==> src/rtl/muldiv_pkg.sv <==
// Shared types for the multiply/divide sequencer: operation codes,
// FSM state encoding and the default operand width.
package muldiv_pkg;

  localparam int WIDTH_DEFAULT = 32;

  typedef enum logic [1:0] {
    OP_MUL,
    OP_MULU,
    OP_DIV,
    OP_DIVU
  } op_t;

  typedef enum logic [1:0] {
    IDLE,
    CALC,
    FIX
  } state_t;

endpackage

==> src/rtl/muldiv_sequencer_if.sv <==
// Controller <-> sequencer bundle: start strobes and operands in,
// busy/done status and the HI/LO registers out, plus FSM state for debug.
interface muldiv_sequencer_if #(
  parameter int WIDTH = muldiv_pkg::WIDTH_DEFAULT
) ();
  import muldiv_pkg::*;

  // Handshake: a start strobe is a one-cycle request honoured only while
  // busy is low; done pulses for one cycle with hi/lo (and div_by_zero) valid.
  logic             mul_start;
  logic             mulu_start;
  logic             div_start;
  logic             divu_start;
  logic [WIDTH-1:0] a;
  logic [WIDTH-1:0] b;
  logic             busy;
  logic             done;
  logic             div_by_zero;
  logic [WIDTH-1:0] hi;
  logic [WIDTH-1:0] lo;
  state_t           state;

  modport master (
    output mul_start, mulu_start, div_start, divu_start, a, b,
    input  busy, done, div_by_zero, hi, lo, state
  );

  modport slave (
    input  mul_start, mulu_start, div_start, divu_start, a, b,
    output busy, done, div_by_zero, hi, lo, state
  );

endinterface

==> src/rtl/muldiv_step.sv <==
// One iteration of the loop: shift-add multiply (LSB first) or
// restoring divide on the {acc, opnd} pair.
module muldiv_step #(
  parameter int WIDTH = 32
) (
  input  logic             is_div,
  input  logic [WIDTH-1:0] acc,
  input  logic [WIDTH-1:0] opnd,
  input  logic [WIDTH-1:0] m,
  output logic [WIDTH-1:0] acc_next,
  output logic [WIDTH-1:0] opnd_next
);

  logic [WIDTH:0] sum;
  logic [WIDTH:0] trial;

  always_comb begin
    sum       = {1'b0, acc} + {1'b0, m};
    trial     = {acc, opnd[WIDTH-1]} - {1'b0, m};
    acc_next  = acc;
    opnd_next = opnd;
    if (is_div) begin
      // Partial remainder is always below the divisor, so the shifted
      // value fits in WIDTH+1 bits and the MSB of trial is the borrow.
      if (!trial[WIDTH]) begin
        acc_next  = trial[WIDTH-1:0];
        opnd_next = {opnd[WIDTH-2:0], 1'b1};
      end else begin
        acc_next  = {acc[WIDTH-2:0], opnd[WIDTH-1]};
        opnd_next = {opnd[WIDTH-2:0], 1'b0};
      end
    end else if (opnd[0]) begin
      acc_next  = sum[WIDTH:1];
      opnd_next = {sum[0], opnd[WIDTH-1:1]};
    end else begin
      acc_next  = {1'b0, acc[WIDTH-1:1]};
      opnd_next = {acc[0], opnd[WIDTH-1:1]};
    end
  end

endmodule

==> src/rtl/muldiv_sequencer.sv <==
// Iterative MUL/MULU/DIV/DIVU sequencer owning the HI/LO registers.
// Magnitudes are iterated for WIDTH cycles; signs are fixed in one extra cycle.
module muldiv_sequencer
  import muldiv_pkg::*;
#(
  parameter int WIDTH = WIDTH_DEFAULT
) (
  input logic              clk,
  input logic              rst,
  muldiv_sequencer_if.slave bus
);

  localparam int CW = $clog2(WIDTH) + 1;
  localparam logic [CW-1:0] LAST = CW'(WIDTH - 1);

  state_t           state;
  op_t              op;
  logic             sign_a;
  logic             sign_b;
  logic             b_zero;
  logic [CW-1:0]    cnt;
  logic [WIDTH-1:0] a_raw;
  logic [WIDTH-1:0] acc;
  logic [WIDTH-1:0] opnd;
  logic [WIDTH-1:0] m;
  logic [WIDTH-1:0] hi;
  logic [WIDTH-1:0] lo;
  logic             done;
  logic             dbz;

  op_t              start_op;
  logic             any_start;
  logic             start_signed;
  logic             start_div;
  logic [WIDTH-1:0] a_mag;
  logic [WIDTH-1:0] b_mag;
  logic             is_div;
  logic [WIDTH-1:0] acc_next;
  logic [WIDTH-1:0] opnd_next;
  logic [WIDTH-1:0] fix_hi;
  logic [WIDTH-1:0] fix_lo;
  logic [2*WIDTH-1:0] prod_neg;

  always_comb begin
    start_op  = OP_MULU;
    any_start = bus.div_start | bus.divu_start | bus.mul_start | bus.mulu_start;
    if (bus.div_start)       start_op = OP_DIV;
    else if (bus.divu_start) start_op = OP_DIVU;
    else if (bus.mul_start)  start_op = OP_MUL;
    start_signed = (start_op == OP_MUL) || (start_op == OP_DIV);
    start_div    = (start_op == OP_DIV) || (start_op == OP_DIVU);
    a_mag = (start_signed && bus.a[WIDTH-1]) ? -bus.a : bus.a;
    b_mag = (start_signed && bus.b[WIDTH-1]) ? -bus.b : bus.b;
  end

  assign is_div = (op == OP_DIV) || (op == OP_DIVU);

  muldiv_step #(.WIDTH(WIDTH)) u_step (
    .is_div    (is_div),
    .acc       (acc),
    .opnd      (opnd),
    .m         (m),
    .acc_next  (acc_next),
    .opnd_next (opnd_next)
  );

  assign prod_neg = -{acc, opnd};

  always_comb begin
    fix_hi = acc;
    fix_lo = opnd;
    if (is_div && b_zero) begin
      fix_hi = a_raw;
      fix_lo = '1;
    end else if (op == OP_MUL && (sign_a ^ sign_b)) begin
      {fix_hi, fix_lo} = prod_neg;
    end else if (op == OP_DIV) begin
      // Quotient truncates toward zero; remainder follows the dividend.
      if (sign_a ^ sign_b) fix_lo = -opnd;
      if (sign_a)          fix_hi = -acc;
    end
  end

  always_ff @(posedge clk) begin
    if (rst) begin
      state  <= IDLE;
      op     <= OP_MUL;
      sign_a <= 1'b0;
      sign_b <= 1'b0;
      b_zero <= 1'b0;
      cnt    <= '0;
      a_raw  <= '0;
      acc    <= '0;
      opnd   <= '0;
      m      <= '0;
      hi     <= '0;
      lo     <= '0;
      done   <= 1'b0;
      dbz    <= 1'b0;
    end else begin
      done <= 1'b0;
      dbz  <= 1'b0;
      case (state)
        IDLE: begin
          if (any_start) begin
            op     <= start_op;
            sign_a <= bus.a[WIDTH-1];
            sign_b <= bus.b[WIDTH-1];
            b_zero <= (bus.b == '0);
            a_raw  <= bus.a;
            acc    <= '0;
            opnd   <= start_div ? a_mag : b_mag;
            m      <= start_div ? b_mag : a_mag;
            cnt    <= '0;
            state  <= CALC;
          end
        end
        CALC: begin
          acc  <= acc_next;
          opnd <= opnd_next;
          cnt  <= cnt + 1'b1;
          if (cnt == LAST) state <= FIX;
        end
        FIX: begin
          hi    <= fix_hi;
          lo    <= fix_lo;
          done  <= 1'b1;
          dbz   <= is_div && b_zero;
          state <= IDLE;
        end
        default: state <= IDLE;
      endcase
    end
  end

  assign bus.busy        = (state != IDLE);
  assign bus.done        = done;
  assign bus.div_by_zero = dbz;
  assign bus.hi          = hi;
  assign bus.lo          = lo;
  assign bus.state       = state;

endmodule

==> src/flat_wrapper.sv <==
// flat-port wrapper written by rule: the top's interface ports become plain ports
module muldiv_sequencer_flat import muldiv_pkg::*;
#(
  parameter int WIDTH = WIDTH_DEFAULT
)
  (clk, rst, bus_mul_start, bus_mulu_start, bus_div_start, bus_divu_start, bus_a, bus_b, bus_busy, bus_done, bus_div_by_zero, bus_hi, bus_lo, bus_state);
  muldiv_sequencer_if #(.WIDTH(WIDTH)) bus_i ();
  input logic clk;
  input logic rst;
  input wire logic [$bits(bus_i.mul_start)-1:0] bus_mul_start;
  input wire logic [$bits(bus_i.mulu_start)-1:0] bus_mulu_start;
  input wire logic [$bits(bus_i.div_start)-1:0] bus_div_start;
  input wire logic [$bits(bus_i.divu_start)-1:0] bus_divu_start;
  input wire logic [$bits(bus_i.a)-1:0] bus_a;
  input wire logic [$bits(bus_i.b)-1:0] bus_b;
  output wire logic [$bits(bus_i.busy)-1:0] bus_busy;
  output wire logic [$bits(bus_i.done)-1:0] bus_done;
  output wire logic [$bits(bus_i.div_by_zero)-1:0] bus_div_by_zero;
  output wire logic [$bits(bus_i.hi)-1:0] bus_hi;
  output wire logic [$bits(bus_i.lo)-1:0] bus_lo;
  output wire logic [$bits(bus_i.state)-1:0] bus_state;
  assign bus_i.mul_start = bus_mul_start;
  assign bus_i.mulu_start = bus_mulu_start;
  assign bus_i.div_start = bus_div_start;
  assign bus_i.divu_start = bus_divu_start;
  assign bus_i.a = bus_a;
  assign bus_i.b = bus_b;
  assign bus_busy = bus_i.busy;
  assign bus_done = bus_i.done;
  assign bus_div_by_zero = bus_i.div_by_zero;
  assign bus_hi = bus_i.hi;
  assign bus_lo = bus_i.lo;
  assign bus_state = bus_i.state;
  muldiv_sequencer #(.WIDTH(WIDTH)) u_core (.clk(clk), .rst(rst), .bus(bus_i));
endmodule
==> config.mk <==
export PLATFORM = sky130hd
export DESIGN_NAME = muldiv_sequencer_flat
export DESIGN_NICKNAME = d
export VERILOG_FILES = /design/src/rtl/muldiv_pkg.sv /design/src/rtl/muldiv_sequencer_if.sv /design/src/rtl/muldiv_step.sv /design/src/rtl/muldiv_sequencer.sv /design/src/flat_wrapper.sv
export SDC_FILE = /design/constraint.sdc
export NUM_CORES = 1
export LEC_CHECK = 0
export ABC_CLOCK_PERIOD_IN_PS = 3650
export BUFFER_PORTS_ARGS = -buffer_cell sky130_fd_sc_hd__buf_2
export CAP_MARGIN = 20
export CORE_MARGIN = 3
export CORE_UTILIZATION = 40
export CTS_BUF_LIST = sky130_fd_sc_hd__clkbuf_8
export DETAILED_ROUTE_END_ITERATION = 8
export HOLD_SLACK_MARGIN = 0.1
export MAX_ROUTING_LAYER = met4
export PLACE_DENSITY = 0.56
export SLEW_MARGIN = 0
export SYNTH_ARGS = -nofsm -noshare
export SYNTH_HDL_FRONTEND = slang
export SYNTH_SLANG_ARGS = --single-unit
==> constraint.sdc <==
create_clock -name clk -period 3.65 [get_ports clk]
set_input_delay 0.365 -clock clk [delete_from_list [all_inputs] [get_ports clk]]
set_output_delay 0.365 -clock clk [all_outputs]
set_load 0.03 [all_outputs]
Yosys cells after proc, flatten, opt, wreduce, memory -nomap -nowiden --
Cells that the tools add are included.
Storage, ports and cells: bits in registers 207, logic and storage cells 84
Cells by class: add/subtract/negate cells 8, eq/ne operators 9, muxes and demuxes 31, bitwise logic cells 5, reduce and logical (&&, ||, !) cells 17
Operators with widths (count):
- $mux 32 | 19
- $neg 32->32 | 4
- $pmux 32 s2 | 2
- $neg 64->64 | 1
- $add 32x32->33 | 1
- $sub 33x32->33 | 1
- $logic_not 32->1 | 1
- $pmux 6 s2 | 1
- $eq 2x2->1 const B | 5
- $mux 2 | 4
- $add 6x1->6 const B | 1
- $eq 6x5->1 const B | 1
- $logic_not 2->1 | 3
- $mux 6 | 1
- $reduce_and 2->1 | 3
- $logic_and 1x1->1 | 4
- $ne 2x1->1 const B | 2
- $pmux 2 s2 | 1
- $reduce_bool 2->1 | 2
- $logic_or 1x1->1 | 3
- $mux 1 | 3
- $or 1x1->1 | 3
- $eq 2x1->1 const B | 1
- $reduce_or 2->1 | 1
- 2 further kinds | 2

Logic depth before layout (Yosys ltp) --
Gate-level depths: netlist (run 1).
depth after elaboration 10, depth in mapped cells 14, gate-level depth less buffers 12

By module --
A second synthesis (run 1) with hierarchy kept.
Second synthesis, totals: cell total of the unflattened synthesis 2039, area total of the unflattened synthesis 15586.2 sq um
By module, submodules not included:
- muldiv_sequencer | instances 1, cells each 1347, area an instance 10739.0 sq um, seq. area each 4124.0 sq um
- muldiv_step | instances 1, cells each 692, area an instance 4847.1 sq um, seq. area each 0.0 sq um

Worst setup path after synthesis (run 1) --
OpenSTA, ideal clock, no wires.
path kind reg-to-reg, start point register u_core.acc[0], end point register u_core.acc[29], library setup time 121 ps, data arrival time 3290 ps, required time 3529 ps, slack 239 ps, cell stages (with the launch flop) 14, buffers on the path 2, period minus slack after synthesis 3411 ps, path through dfxtp_1 clkbuf_1 inv_1 fa_1 nand2b_1 a21o_1 a2111oi_4 nor3_2 or4_4 and3_1 buf_6 or3_1 mux2i_1 o31ai_1
On the way: cells in the longest elaborated chain, start to end 4
RTL lines:
- from (decl) | line muldiv_sequencer.sv:23 | logic [WIDTH-1:0] acc;
- from (signal assigned) | line muldiv_sequencer.sv:119 | acc <= acc_next;
- $sub 33x32->33 / $add 32x32->33 (equally long branches) | line muldiv_step.sv:19, muldiv_step.sv:18
- $mux 32 (on tied branches) | line muldiv_step.sv:25, muldiv_step.sv:32
- $mux 32 (*) | line muldiv_step.sv:22 | if (is_div) begin
- $pmux 32 s2 (*) | line muldiv_sequencer.sv:103 | case (state)
Every way passes the cells marked *; elsewhere a longest branch is shown, timed or not. A chain may end at the register's enable or synchronous reset.

Worst setup path in the final report (run 1) --
start point register u_core.opnd[31], end point register u_core.acc[14]
On the way: cells in the longest elaborated chain, start to end 4
RTL lines:
- from (decl) | line muldiv_sequencer.sv:24 | logic [WIDTH-1:0] opnd;
- from (signal assigned) | line muldiv_sequencer.sv:112 | opnd <= start_div ? a_mag : b_mag;
- from (signal assigned) | line muldiv_sequencer.sv:120 | opnd <= opnd_next;
- $sub 33x32->33 | line muldiv_step.sv:19 | trial = {acc, opnd[WIDTH-1]} - {1'b0, m};
- $mux 32 | line muldiv_step.sv:25 | if (!trial[WIDTH]) begin
- $mux 32 | line muldiv_step.sv:22
- $pmux 32 s2 | line muldiv_sequencer.sv:103
No other way between the ends.

==> results of run 1 <==
-- layer usage --
metal | track usage, % | vias up | routed length, µm
met5 | - | - | 0
met4 | 9.317 | 0 | 1932
met3 | 5.411 | 115 | 5026
met2 | 48.01 | 702 | 29190
met1 | 43.16 | 7946 | 29560
li1 | - | 7990 | -
-- synth_stat cells (all sizes together), types with 42 or more instances --
master	n	area, µm²
a21oi	242	1215
ha	69	863.3
mux2i	49	490.5
nor2	204	765.7
a211oi	47	352.8
dfxtp	206	4124
nor3	42	215.2
inv	66	247.7
clkbuf	133	503.0
nand2	253	952.2
xor2	59	516.8
o21ai	138	690.7
xnor2	104	910.9
-- what timing repair did --
item / CTS / global route
endpoints found under the setup margin: 0 / 16
gates resized for setup: 0 / 5
hold endpoints to repair: 31 / 0
setup buffers: 0 / 3
hold buffers: 27 / 0
-- layout make-up --
cell class | count | area, µm² | share of cell area [%]
multi-input combinational | 1678 | 10660 | 57.78
sequential | 206 | 4128 | 22.37
timing repair buffer | 295 | 1964 | 10.65
clock buffer | 48 | 660.6 | 3.580
tap | 511 | 639.4 | 3.465
inverter | 68 | 255.2 | 1.383
clock inverter | 20 | 143.9 | 0.7798
-- state kept, by name, indices dropped and copies added (netlist names) --
register                flops
u_core.a_raw               32
u_core.acc                 32
u_core.bus.hi              32
u_core.bus.lo              32
u_core.m                   32
u_core.opnd                32
u_core.cnt                  6
u_core.bus.state            2
u_core.op                   2
u_core.b_zero               1
u_core.bus.div_by_zero      1
u_core.bus.done             1
u_core.sign_b               1
-- worst max-delay path: stages (launching register included) --
cell and delay, ps:
dfxtp_1 340, inv_1 50, ha_1 210, fa_2 370
nand2b_1 190, a21o_1 230, a2111oi_4 450, nor3_2 100
or4_4 600, and3_4 240, and2_1 160, a211o_1 270
a32o_1 250
-- layout by cell type, fill, tap and decap left out, types with 7 or more instances in the layout --
cell           instances
nor3_1                41
a21oi_1              241
nor4_1                23
a221oi_1              13
mux2i_1               49
mux2_2                 9
and2_1                15
or4_1                 13
nand3_1               26
nor2_1               198
o221ai_1              11
a221o_1                7
a311oi_1               8
nand4_1               14
a21o_1                31
xor2_1                59
or2_2                  8
ha_1                  69
o31ai_1               22
buf_2                137
a222oi_1              22
inv_1                 76
o21ai_1                9
o21bai_1               9
or3_1                 18
a211oi_1              46
dlygate4sd3_1         27
nand2_1              252
xnor2_1              104
o211ai_1              20
a31oi_1               31
dfxtp_1              205
nor2b_1               16
o21a_1                13
and3_1                18
clkbuf_8              48
a22o_1                13
o21ai_0              129
buf_4                129
nand2b_1              17
-- worst max path at each step --
stage,start,to,slack (ps)
6_report,u_core.opnd[31],u_core.acc[14],100
5_1_grt,u_core.opnd[31],u_core.acc[30],-3
4_1_cts,u_core.opnd[31],u_core.acc[14],0.3
3_5_place_dp,u_core.opnd[31],u_core.acc[30],20
3_3_place_gp,u_core.opnd[31],u_core.acc[14],130
2_1_floorplan,u_core.acc[0],u_core.acc[29],240
-- logic make-up after synthesis --
group / count (synthesis)
AND/OR/NAND/NOR: 695
buffers and inverters: 218
multiplexers: 58
flip-flops: 206
AO/OA/AOI/OAI: 691
XOR/XNOR: 163
adder cells (fa/ha/maj): 71
-- power by group through the flow --
stage	Sequential, mW	Combinational [mW]	Clock, mW
finish	2.56	3.07	2.42
global route	2.57	3.32	2.56
CTS	2.55	2.99	2.46
detailed placement	2.60	2.95	0
global placement	2.60	2.95	0
floorplan	2.52	1.98	0
==> key figures, run 1 <==
Status
  • Outcome: complete, no violations

Timing
  • Slew @ Worst Pin: 1057 ps
  • Max frequency: 281.8 MHz
  • Setup Viol. Count Final: 0
  • Final worst hold slack: 121.8 ps
  • Max Transition Viols Final: 0
  • Clock tree skew after final layout: 33.70 ps
  • Final Critical Period: 3549 ps
  • Hold Fails Final Rpt: 0
  • Final total negative setup slack: 0 ps
  • Setup slack after layout: 101.0 ps
  • Final worst path period share: 97.23%
  • Rel. slew slack: 29.13%

Yosys
  • Post-synthesis simple-gate area fraction: 20.80%
  • Distinct cell type count after synthesis: 86
  • Number of synthesized flops with an enable pin: 0
  • Multiplexer area fraction after synthesis: 3.799%
  • Area share of xor/xnor cells in the synthesized design: 9.165%
  • Largest family of logic cells by synthesized area: compound AO/OA/AOI/OAI gates
  • Flip-flop and latch count after synthesis: 206
  • Async set-reset flop share out of synthesis: 0%
  • Yosys warning total: 0
  • Adder-Cell Fraction of Synth Area: 5.799%
  • Number of instances in the synthesized netlist: 2,102
  • Post-synthesis cell area: 15,580 µm²
  • Synthesized area divided by synthesized cell count: 7.411 µm²
  • Net Count, Synth: 2,243
  • Portion of the post-synthesis area used by sequential elements: 26.47%
  • Most instantiated flip-flop cell in the synthesis netlist: dfxtp_1
  • Complex-gate fraction of the synthesized area: 28.44%

Clock network
  • Root Driver: clkbuf_8
  • Number of clock sinks: 206
  • Clk pin slew, worst setup/hold paths: 60 ps
  • CTS tree: yes
  • Num CTS Buffers: 40
  • Clock insertion delay at the later pin of the skew report: 580 ps
  • Max Root-Sink Buffers: 3
  • Htree depth: 2

Die
  • Die extent in y: 203.3 µm
  • CORE AREA: 38,020 µm²
  • Number of placement rows: 71
  • Die extent in x: 203.3 µm
  • Floorplan die area: 41,350 µm²
  • Starting density of the core: 40.97%
  • Boundary Pins: 139

Route
  • DRT antenna net count: 0
  • Initial DRC Count: 1,580
  • Initial DRT Pass Iterations: 9
  • Vias after detailed routing: 16,750
  • Drt total wl: 65.72 mm
  • Detail-routed via count per cell: 5.928
  • Remaining DRCs: 0
  • Average routed wire per standard cell: 23.25 µm

Setup path
  • Crit end category: flip-flop
  • Critical path type: flip-flop to flip-flop
  • Worst flop-to-flop path startpoint: u_core.opnd[31]
  • FF-to-FF path depth: 12
  • End of the worst register-to-register path: u_core.acc[14]
  • Worst Path Max Fanout: 7
  • Data arrival at the endpoint of the critical path: 4020 ps
  • Reg-to-reg slack, setup: 100 ps
  • Data required time of the critical path: 4130 ps
  • Crit start category: flip-flop

Power
  • Power after layout: 8.050 mW
  • IR Drop Worst-Case VDD: 237.4 µV
  • Cell internal power dissipation: 4.904 mW
  • Net switching fraction of the power: 39.09%
  • Portion of total power attributed to sequential cells: 31.8%
  • Power density cells: 436.3 nW/µm²
  • Leakage Power: 7.860 nW
  • Clock Power Share: 30.1%
  • Power share of the combinational group: 38.1%
  • Switch Pwr: 3.147 mW

Worst hold path
  • End point of the worst hold path: u_core.a_raw[4]
  • Classification of the worst-slack hold path: input port to flip-flop
  • WHS Path Cells: 3
  • Critical hold path startpoint: bus_a[4]

Global route
  • Total track usage: 31.57%
  • Remaining Overflow, GRT: 0
  • Wire length of the first global-routing pass: 98.42 mm
  • Antenna violations before repair: 1
  • Maximum number of pins on one net before global-route repair: 57
  • Vias in the first global route: 15,810

Cells and area
  • Final layout net count: 2,430
  • Post-route cell area: 18,450 µm²
  • Layout fillers: 3,995
  • Post-route insts no fill: 2,826
  • Layout Utilization: 48.53%
  • Count of antenna diodes in the layout: 0
  • Ratio of cells with drive above 1 in the final layout: 16.16%
  • Area growth from synthesis to layout: 18.46%

Placement
  • Total half-perimeter wirelength after legalization and detailed placement: 50.83 mm
  • Worst-case setup slack after placement: 22.83 ps
  • Post-Place Cells: 2,728
  • Number of port buffers: 138
  • Total placed instance area: 17,340 µm²
  • Placer Congestion: 0.9603

Flow run
  • # Max-Cap Violations: 0
No activity file was read; power rests on OpenSTA's default activity.
==> run 2: changes to the inputs <==
BUFFER_PORTS_ARGS = unset   (was -buffer_cell sky130_fd_sc_hd__buf_2)
DONT_BUFFER_PORTS = 1   (was unset)
PLACE_DENSITY = 0.53   (was 0.56)
==> run 2 against run 1 <==
Fmax rose by 3.8%. Sequential power hardly changed. Non-clock buffer count fell by 137. Largest cell class unchanged. Sequential cell count stayed put. Final cell count shrank 4.8%. Critical path depth up 1. Critical endpoint is now u_core.acc[29].
==> key figures, run 2 (same netlist as run 1, synthesis figures left out) <==
Power
  • Power after layout: 7.949 mW (was 8.050 mW)
  • IR Drop Worst-Case VDD: 238.7 µV (was 237.4 µV)
  • Power density cells: 446.0 nW/µm² (was 436.3 nW/µm²)
  • Leakage Power: 7.217 nW (was 7.860 nW)

Setup path
  • Data arrival at the endpoint of the critical path: 3890 ps (was 4020 ps)
  • Critical path type: flip-flop to flip-flop (unchanged)
  • Crit end category: flip-flop (unchanged)
  • Cell chain of the critical path: inv_1, ha_1, fa_1, nand2b_1, a21o_1, a2111oi_4, nor3_2, or4_4, and3_1, buf_4, or3_1, mux2i_1, o31ai_1 (was inv_1, ha_1, fa_2, nand2b_1, a21o_1, a2111oi_4, nor3_2, or4_4, and3_4, and2_1, a211o_1, a32o_1)
  • Worst Path Max Fanout: 8 (was 7)
  • Data required time of the critical path: 4120 ps (was 4130 ps)
  • Crit start category: flip-flop (unchanged)
  • Worst flop-to-flop path startpoint: u_core.opnd[31] (unchanged)
  • First element of the critical path: u_core.opnd[31] (unchanged)
  • Slowest stage cell on the critical path: or4_4 (unchanged)
  • Delay of the slowest cell on the worst path: 470 ps (was 600 ps)

Timing
  • Max Transition Viols Final: 0 (unchanged)
  • Final Critical Period: 3420 ps (was 3549 ps)
  • Rel. slew slack: 17.00% (was 29.13%)
  • Final worst hold slack: 134.1 ps (was 121.8 ps)
  • Slew @ Worst Pin: 1237 ps (was 1057 ps)
  • Setup slack after layout: 230.3 ps (was 101.0 ps)
  • Setup Viol. Count Final: 0 (unchanged)
  • Max frequency: 292.4 MHz (was 281.8 MHz)
  • Final worst path period share: 93.69% (was 97.23%)
  • Clock tree skew after final layout: 32.99 ps (was 33.70 ps)
  • Final total negative setup slack: 0 ps (unchanged)
  • Hold Fails Final Rpt: 0 (unchanged)

Status
  • Outcome: complete, no violations (unchanged)

Clock network
  • Root Driver: clkbuf_8 (unchanged)
  • Clock insertion delay at the later pin of the skew report: 600 ps (was 580 ps)
  • Num CTS Buffers: 40 (unchanged)
  • Htree depth: 2 (unchanged)
  • Clk pin slew, worst setup/hold paths: 70 ps (was 60 ps)
  • Max Root-Sink Buffers: 3 (unchanged)
  • CTS tree: yes (unchanged)
  • Number of clock sinks: 206 (unchanged)

Die
  • Floorplan die area: 41,350 µm² (unchanged)
  • CORE AREA: 38,020 µm² (unchanged)
  • Number of placement rows: 71 (unchanged)
  • Starting density of the core: 40.97% (unchanged)
  • Die extent in x: 203.3 µm (unchanged)
  • Boundary Pins: 139 (unchanged)
  • Die extent in y: 203.3 µm (unchanged)

Route
  • Average routed wire per standard cell: 24.09 µm (was 23.25 µm)
  • Vias after detailed routing: 16,280 (was 16,750)
  • Remaining DRCs: 0 (unchanged)
  • Detail-routed via count per cell: 6.049 (was 5.928)
  • Drt total wl: 64.82 mm (was 65.72 mm)
  • Initial DRT Pass Iterations: 7 (was 9)
  • DRT antenna net count: 0 (unchanged)
  • Initial DRC Count: 1,801 (was 1,580)

Cells and area
  • Commonest cells after routing, fill and taps aside: nand2_1, a21oi_1, dfxtp_1 (unchanged)
  • Area growth from synthesis to layout: 14.43% (was 18.46%)
  • Final layout net count: 2,293 (was 2,430)
  • Post-route cell area: 17,820 µm² (was 18,450 µm²)
  • Ratio of cells with drive above 1 in the final layout: 10.14% (was 16.16%)
  • Layout Utilization: 46.88% (was 48.53%)
  • Most frequent standard cell in the layout excluding fill and tap cells: nand2_1 (unchanged)
  • Post-route insts no fill: 2,691 (was 2,826)

Global route
  • Maximum number of pins on one net before global-route repair: 117 (was 57)
  • Wire length of the first global-routing pass: 96.46 mm (was 98.42 mm)
  • Vias in the first global route: 15,300 (was 15,810)
  • Total track usage: 31.25% (was 31.57%)
  • Remaining Overflow, GRT: 0 (unchanged)
  • Antenna violations before repair: 0 (was 1)

Placement
  • Placer Congestion: 1.016 (was 0.9603)
  • Post-Place Cells: 2,577 (was 2,728)
  • Total half-perimeter wirelength after legalization and detailed placement: 49.96 mm (was 50.83 mm)
  • Number of port buffers: 0 (was 138)
  • Worst-case setup slack after placement: 137.6 ps (was 22.83 ps)
  • Total placed instance area: 16,540 µm² (was 17,340 µm²)

Worst hold path
  • Classification of the worst-slack hold path: input port to flip-flop (unchanged)
  • Critical hold path startpoint: bus_div_start (was bus_a[4])

Flow run
  • # Max-Cap Violations: 0 (unchanged)
## run 2: cell count changes in the layout (fill, tap and decap cells not counted), sizes merged
cell	before	now
clkinvlp	1	2
clkinv	8	6
diode	0	1
buf	268	117
clkbuf	48	49
inv	77	78
dlygate4sd3	27	41
## run 2: what timing repair did
item / in CTS / in global routing
hold buffers: 42 / 0
endpoints found under the setup margin: 0 / 15
resized for setup: 0 / 2
endpoints found under the hold margin: 117 / 0
buffers inserted: 0 / 2
## run 2: cell type report
class	instances	area [µm²]
Clock inverter	20	140.1
Timing Repair Buffer	158	1334
Tap cell	511	639.4
Inverter	68	255.2
Sequential cell	206	4128
Multi-Input combinational cell	1678	10650
Fill cell	3973	20200
Clock buffer	49	674.4
Antenna cell	1	2.502
## run 2: final timing paths
kind / slack (ps) / cells past startpoint / endpoint
max: 230 / 13 / u_core.acc[29]
min: 130 / 3 / u_core.op[0]
max reg2reg: 230 / 13 / u_core.acc[29]
min reg2reg: 450 / 2 / u_core.a_raw[23]
## run 2: critical path, delay by kind of cell, from the launching register on
kind	cells	cell delay, ps
and+or+nand+nor	5	1280
AOI/OAI and AO/OA	3	720
adders and majority gates	2	610
DFF	1	330
buffers and inverters	2	210
muxes	1	140
## run 2: layer usage
metal  track usage (%)  wire length (µm)  vias to the layer above
li1                  -                 -                     7727
met1             41.85             28550                     7756
met3             9.737              6570                       99
met2             45.40             27740                      696
met4             9.022              1962                        0
met5                 -                 0                        -
## run 2: report_power, final
group          switching (mW)  internal, mW
Clock                    1.08          1.35
Combinational            1.83          1.14
Sequential              0.165          2.38
Total                    3.08          4.87
==> run 3: changes to the inputs <==
SYNTH_HIERARCHICAL = 1   (was unset)
==> run 3 against run 2 <==
The flow now finishes with violations (design-rule violations). Global-route usage rose by 0.92 points. Area after synthesis barely moved. Die area barely moved. Worst hold slack got worse by 9.4 ps. Clock-buffer cell count rose by 2. Combinational power rose by 1%. Routed wire length rose by 4.1%. Critical endpoint is now u_core/acc[9]. Critical path depth rose by 2. First-iteration DRC count rose by 14%.
==> key figures, run 3 <==
Status
  • Outcome: finished, violations left (was complete, no violations)
  • Violated checks: design-rule violations

Yosys
  • Most instantiated flip-flop cell in the synthesis netlist: dfxtp_1 (unchanged)
  • Async set-reset flop share out of synthesis: 0% (unchanged)
  • Portion of the post-synthesis area used by sequential elements: 26.46% (was 26.47%)
  • Flip-flop and latch count after synthesis: 206 (unchanged)
  • Yosys warning total: 6 (was 0)
  • Distinct cell type count after synthesis: 81 (was 86)
  • Synthesized area divided by synthesized cell count: 7.644 µm² (was 7.411 µm²)
  • Number of synthesized flops with an enable pin: 0 (unchanged)
  • Post-synthesis cell area: 15,590 µm² (was 15,580 µm²)
  • Area contributors post-synth: dfxtp_1, a21oi_1, ha_1 (was dfxtp_1, a21oi_1, nand2_1)
  • Cell type with the highest aggregate area in the netlist: dfxtp_1 (unchanged)
  • Area share of the largest cell type after synthesis: 26.46% (was 26.47%)
  • Commonest cells post-synth: dfxtp_1, nand2_1, nor2_1 (was nand2_1, a21oi_1, dfxtp_1)
  • Net Count, Synth: 2,180 (was 2,243)
  • Number of instances in the synthesized netlist: 2,039 (was 2,102)
  • Top-count cell post-synth: dfxtp_1 (was nand2_1)

Die
  • Number of placement rows: 71 (unchanged)
  • Starting density of the core: 40.99% (was 40.97%)
  • Die extent in y: 203.4 µm (was 203.3 µm)
  • Die extent in x: 203.4 µm (was 203.3 µm)
  • CORE AREA: 38,020 µm² (unchanged)
  • Boundary Pins: 139 (unchanged)
  • Floorplan die area: 41,370 µm² (was 41,350 µm²)

Timing
  • Max Transition Viols Final: 0 (unchanged)
  • Max frequency: 287.4 MHz (was 292.4 MHz)
  • Final worst path period share: 95.34% (was 93.69%)
  • Slew @ Worst Pin: 1064 ps (was 1237 ps)
  • Setup Viol. Count Final: 0 (unchanged)
  • Clock tree skew after final layout: 14.74 ps (was 32.99 ps)
  • Final Critical Period: 3480 ps (was 3420 ps)
  • Hold Fails Final Rpt: 0 (unchanged)
  • Final worst hold slack: 124.6 ps (was 134.1 ps)
  • Rel. slew slack: 29.10% (was 17.00%)

Setup path
  • Crit end category: flip-flop (unchanged)
  • Critical path type: flip-flop to flip-flop (unchanged)
  • Crit start category: flip-flop (unchanged)
  • End of the worst register-to-register path: u_core/acc[9] (was u_core.acc[29])
  • Most frequent cell on the critical path: o2111ai_2
  • Data required time of the critical path: 4200 ps (was 4120 ps)
  • FF-to-FF path depth: 15 (was 13)
  • Slowest stage cell on the critical path: fa_1 (was or4_4)
  • Worst flop-to-flop path startpoint: u_core/opnd[31] (was u_core.opnd[31])
  • Delay of the slowest cell on the worst path: 420 ps (was 470 ps)
  • Reg-to-reg slack, setup: 170 ps (was 230 ps)
  • Data arrival at the endpoint of the critical path: 4030 ps (was 3890 ps)
  • Cell chain of the critical path: inv_1, ha_1, fa_1, nand2b_1, a21oi_4, o2111ai_2, a21boi_2, o2111ai_2, and3_4, nor3_4, buf_12, nor2_1, buf_4, a221oi_1, a22o_1 (was inv_1, ha_1, fa_1, nand2b_1, a21o_1, a2111oi_4, nor3_2, or4_4, and3_1, buf_4, or3_1, mux2i_1, o31ai_1)
  • Worst Path Max Fanout: 12 (was 8)

Cells and area
  • Final layout net count: 2,239 (was 2,293)
  • Layout fillers: 3,883 (was 3,973)
  • Post-route insts no fill: 2,632 (was 2,691)
  • Ratio of cells with drive above 1 in the final layout: 10.33% (was 10.14%)
  • Commonest cells after routing, fill and taps aside: nand2_1, dfxtp_1, nor2_1 (was nand2_1, a21oi_1, dfxtp_1)
  • Area growth from synthesis to layout: 14.85% (was 14.43%)
  • Count of antenna diodes in the layout: 0 (was 1)

Clock network
  • Post-CTS setup buffer count: 0 (unchanged)
  • CTS tree: yes (unchanged)
  • Max Root-Sink Buffers: 3 (unchanged)
  • Htree depth: 2 (unchanged)
  • Num CTS Buffers: 42 (was 40)
  • Clk pin slew, worst setup/hold paths: 50 ps (was 70 ps)
  • Root Driver: clkbuf_8 (unchanged)
  • Clock insertion delay at the later pin of the skew report: 610 ps (was 600 ps)
  • Number of clock sinks: 206 (unchanged)

Route
  • Average routed wire per standard cell: 25.64 µm (was 24.09 µm)
  • Initial DRT Pass Iterations: 9 (was 7)
  • Remaining DRCs: 8 (was 0)
  • Met3 WL post-DR: 5.950 mm (was 6.570 mm)
  • DRT antenna net count: 0 (unchanged)
  • Vias after detailed routing: 16,780 (was 16,280)
  • Met2 layer wire length in the routed design: 29.65 mm (was 27.74 mm)
  • M1 wire length: 29.73 mm (was 28.55 mm)
  • Highest signal layer in the routed design: met4 (unchanged)
  • Detail-routed via count per cell: 6.375 (was 6.049)
  • Initial DRC Count: 2,056 (was 1,801)
  • Drt total wl: 67.48 mm (was 64.82 mm)

Global route
  • Antenna violations before repair: 0 (unchanged)
  • Maximum number of pins on one net before global-route repair: 168 (was 117)
  • Vias in the first global route: 15,710 (was 15,300)
  • Wire length of the first global-routing pass: 99.59 mm (was 96.46 mm)
  • Total track usage: 32.17% (was 31.25%)
  • Remaining Overflow, GRT: 0 (unchanged)

Placement
  • Number of port buffers: 0 (unchanged)
  • Placer Congestion: 0.9831 (was 1.016)
  • Post-Place Cells: 2,507 (was 2,577)
  • Total half-perimeter wirelength after legalization and detailed placement: 48.97 mm (was 49.96 mm)

Power
  • IR Drop Worst-Case VDD: 227.3 µV (was 238.7 µV)
  • Leakage Power: 7.278 nW (was 7.217 nW)
  • Power density cells: 448.9 nW/µm² (was 446.0 nW/µm²)
  • Power after layout: 8.036 mW (was 7.949 mW)

Flow run
  • # Max-Cap Violations: 0 (unchanged)

Worst hold path
  • Critical hold path startpoint: bus_a[26] (was bus_div_start)
  • Classification of the worst-slack hold path: input port to flip-flop (unchanged)
  • End point of the worst hold path: u_core/opnd[26] (was u_core.op[0])
  • WHS Path Cells: 3 (unchanged)
run 3: cell types whose count changed in the layout (fill, tap and decap cells not counted), sizes merged, moves of 22 or more:
cell / previous run / this run
buf: 117 / 90
o21ai: 138 / 85
a22o: 13 / 35
a21oi: 242 / 194
nand2: 253 / 205
o22ai: 6 / 33
run 3: power breakdown:
part	switching, mW	total (mW)	internal (mW)
logic	1.79	3.01	1.22
clock network	1.10	2.42	1.32
registers	0.221	2.60	2.38
total	3.11	8.04	4.92
run 3: timing repair:
action | CTS | global route
hold endpoints to repair | 173 | 0
hold buffers | 58 | 0
resized for setup | 0 | 4
endpoints found under the setup margin | 0 | 13
run 3: cells by family after synthesis:
| logic type | after synthesis | synth area share, % |
|---|---|---|
| compound gates | 659 | 28.55 |
| buf+inv | 198 | 4.945 |
| xor+xnor | 170 | 9.553 |
| flops | 206 | 26.46 |
| mux | 60 | 4.094 |
| simple gates | 675 | 20.61 |
| fa+ha+maj | 71 | 5.796 |
run 3: how the worst max path moves through the flow:
stage / from / to / slack [ps] / depth (start not counted)
4_1_cts: u_core/opnd[31] / u_core/acc[17] / 120 / 14
3_3_place_gp: u_core/opnd[31] / u_core/acc[17] / 150 / 14
3_5_place_dp: u_core/opnd[31] / u_core/acc[17] / 120 / 14
5_1_grt: u_core/opnd[31] / u_core/acc[9] / -6 / 15
2_1_floorplan: u_core/opnd[31] / u_core/acc[17] / 450 / 14
6_report: u_core/opnd[31] / u_core/acc[9] / 170 / 15
run 3: final cells by class:
class / count / area [µm²] / area share [%]
multi-input combinational: 1635 / 10750 / 60.05
clock inverter: 16 / 98.84 / 0.5522
inverter: 66 / 247.7 / 1.384
clock buffer: 51 / 701.9 / 3.921
sequential: 206 / 4130 / 23.07
tap: 511 / 639.4 / 3.572
timing repair buffer: 147 / 1333 / 7.444
run 3: per-layer routing:
metal  vias up  track usage (%)
met4         0            10.08
met3       116            6.002
met5         -                -
li1       7655                -
met2       891            48.60
met1      8117            43.70
run 3: per-stage QoR:
stage / worst slack (ps) / util, % / TNS (ps) / area [µm²]
2_1_floorplan: 448.0 / - / 0 / 15590
3_3_place_gp: 149.9 / 43.37 / 0 / 16490
3_5_place_dp: 121.3 / 43.37 / 0 / 16490
4_1_cts: 116.5 / 47.04 / 0 / 17890
5_1_grt: -6.410 / 47.08 / -6.410 / 17900
6_report: 170.2 / 47.08 / 0 / 17900
run 3: worst max-delay path, delay by kind of cell, from the launching register on:
kind	cells	cell delay (ps)
adder cells (fa/ha/maj)	2	640
buffers and inverters	3	430
AND/OR/NAND/NOR	4	750
AO/OA/AOI/OAI	6	1260
flip-flops	1	320
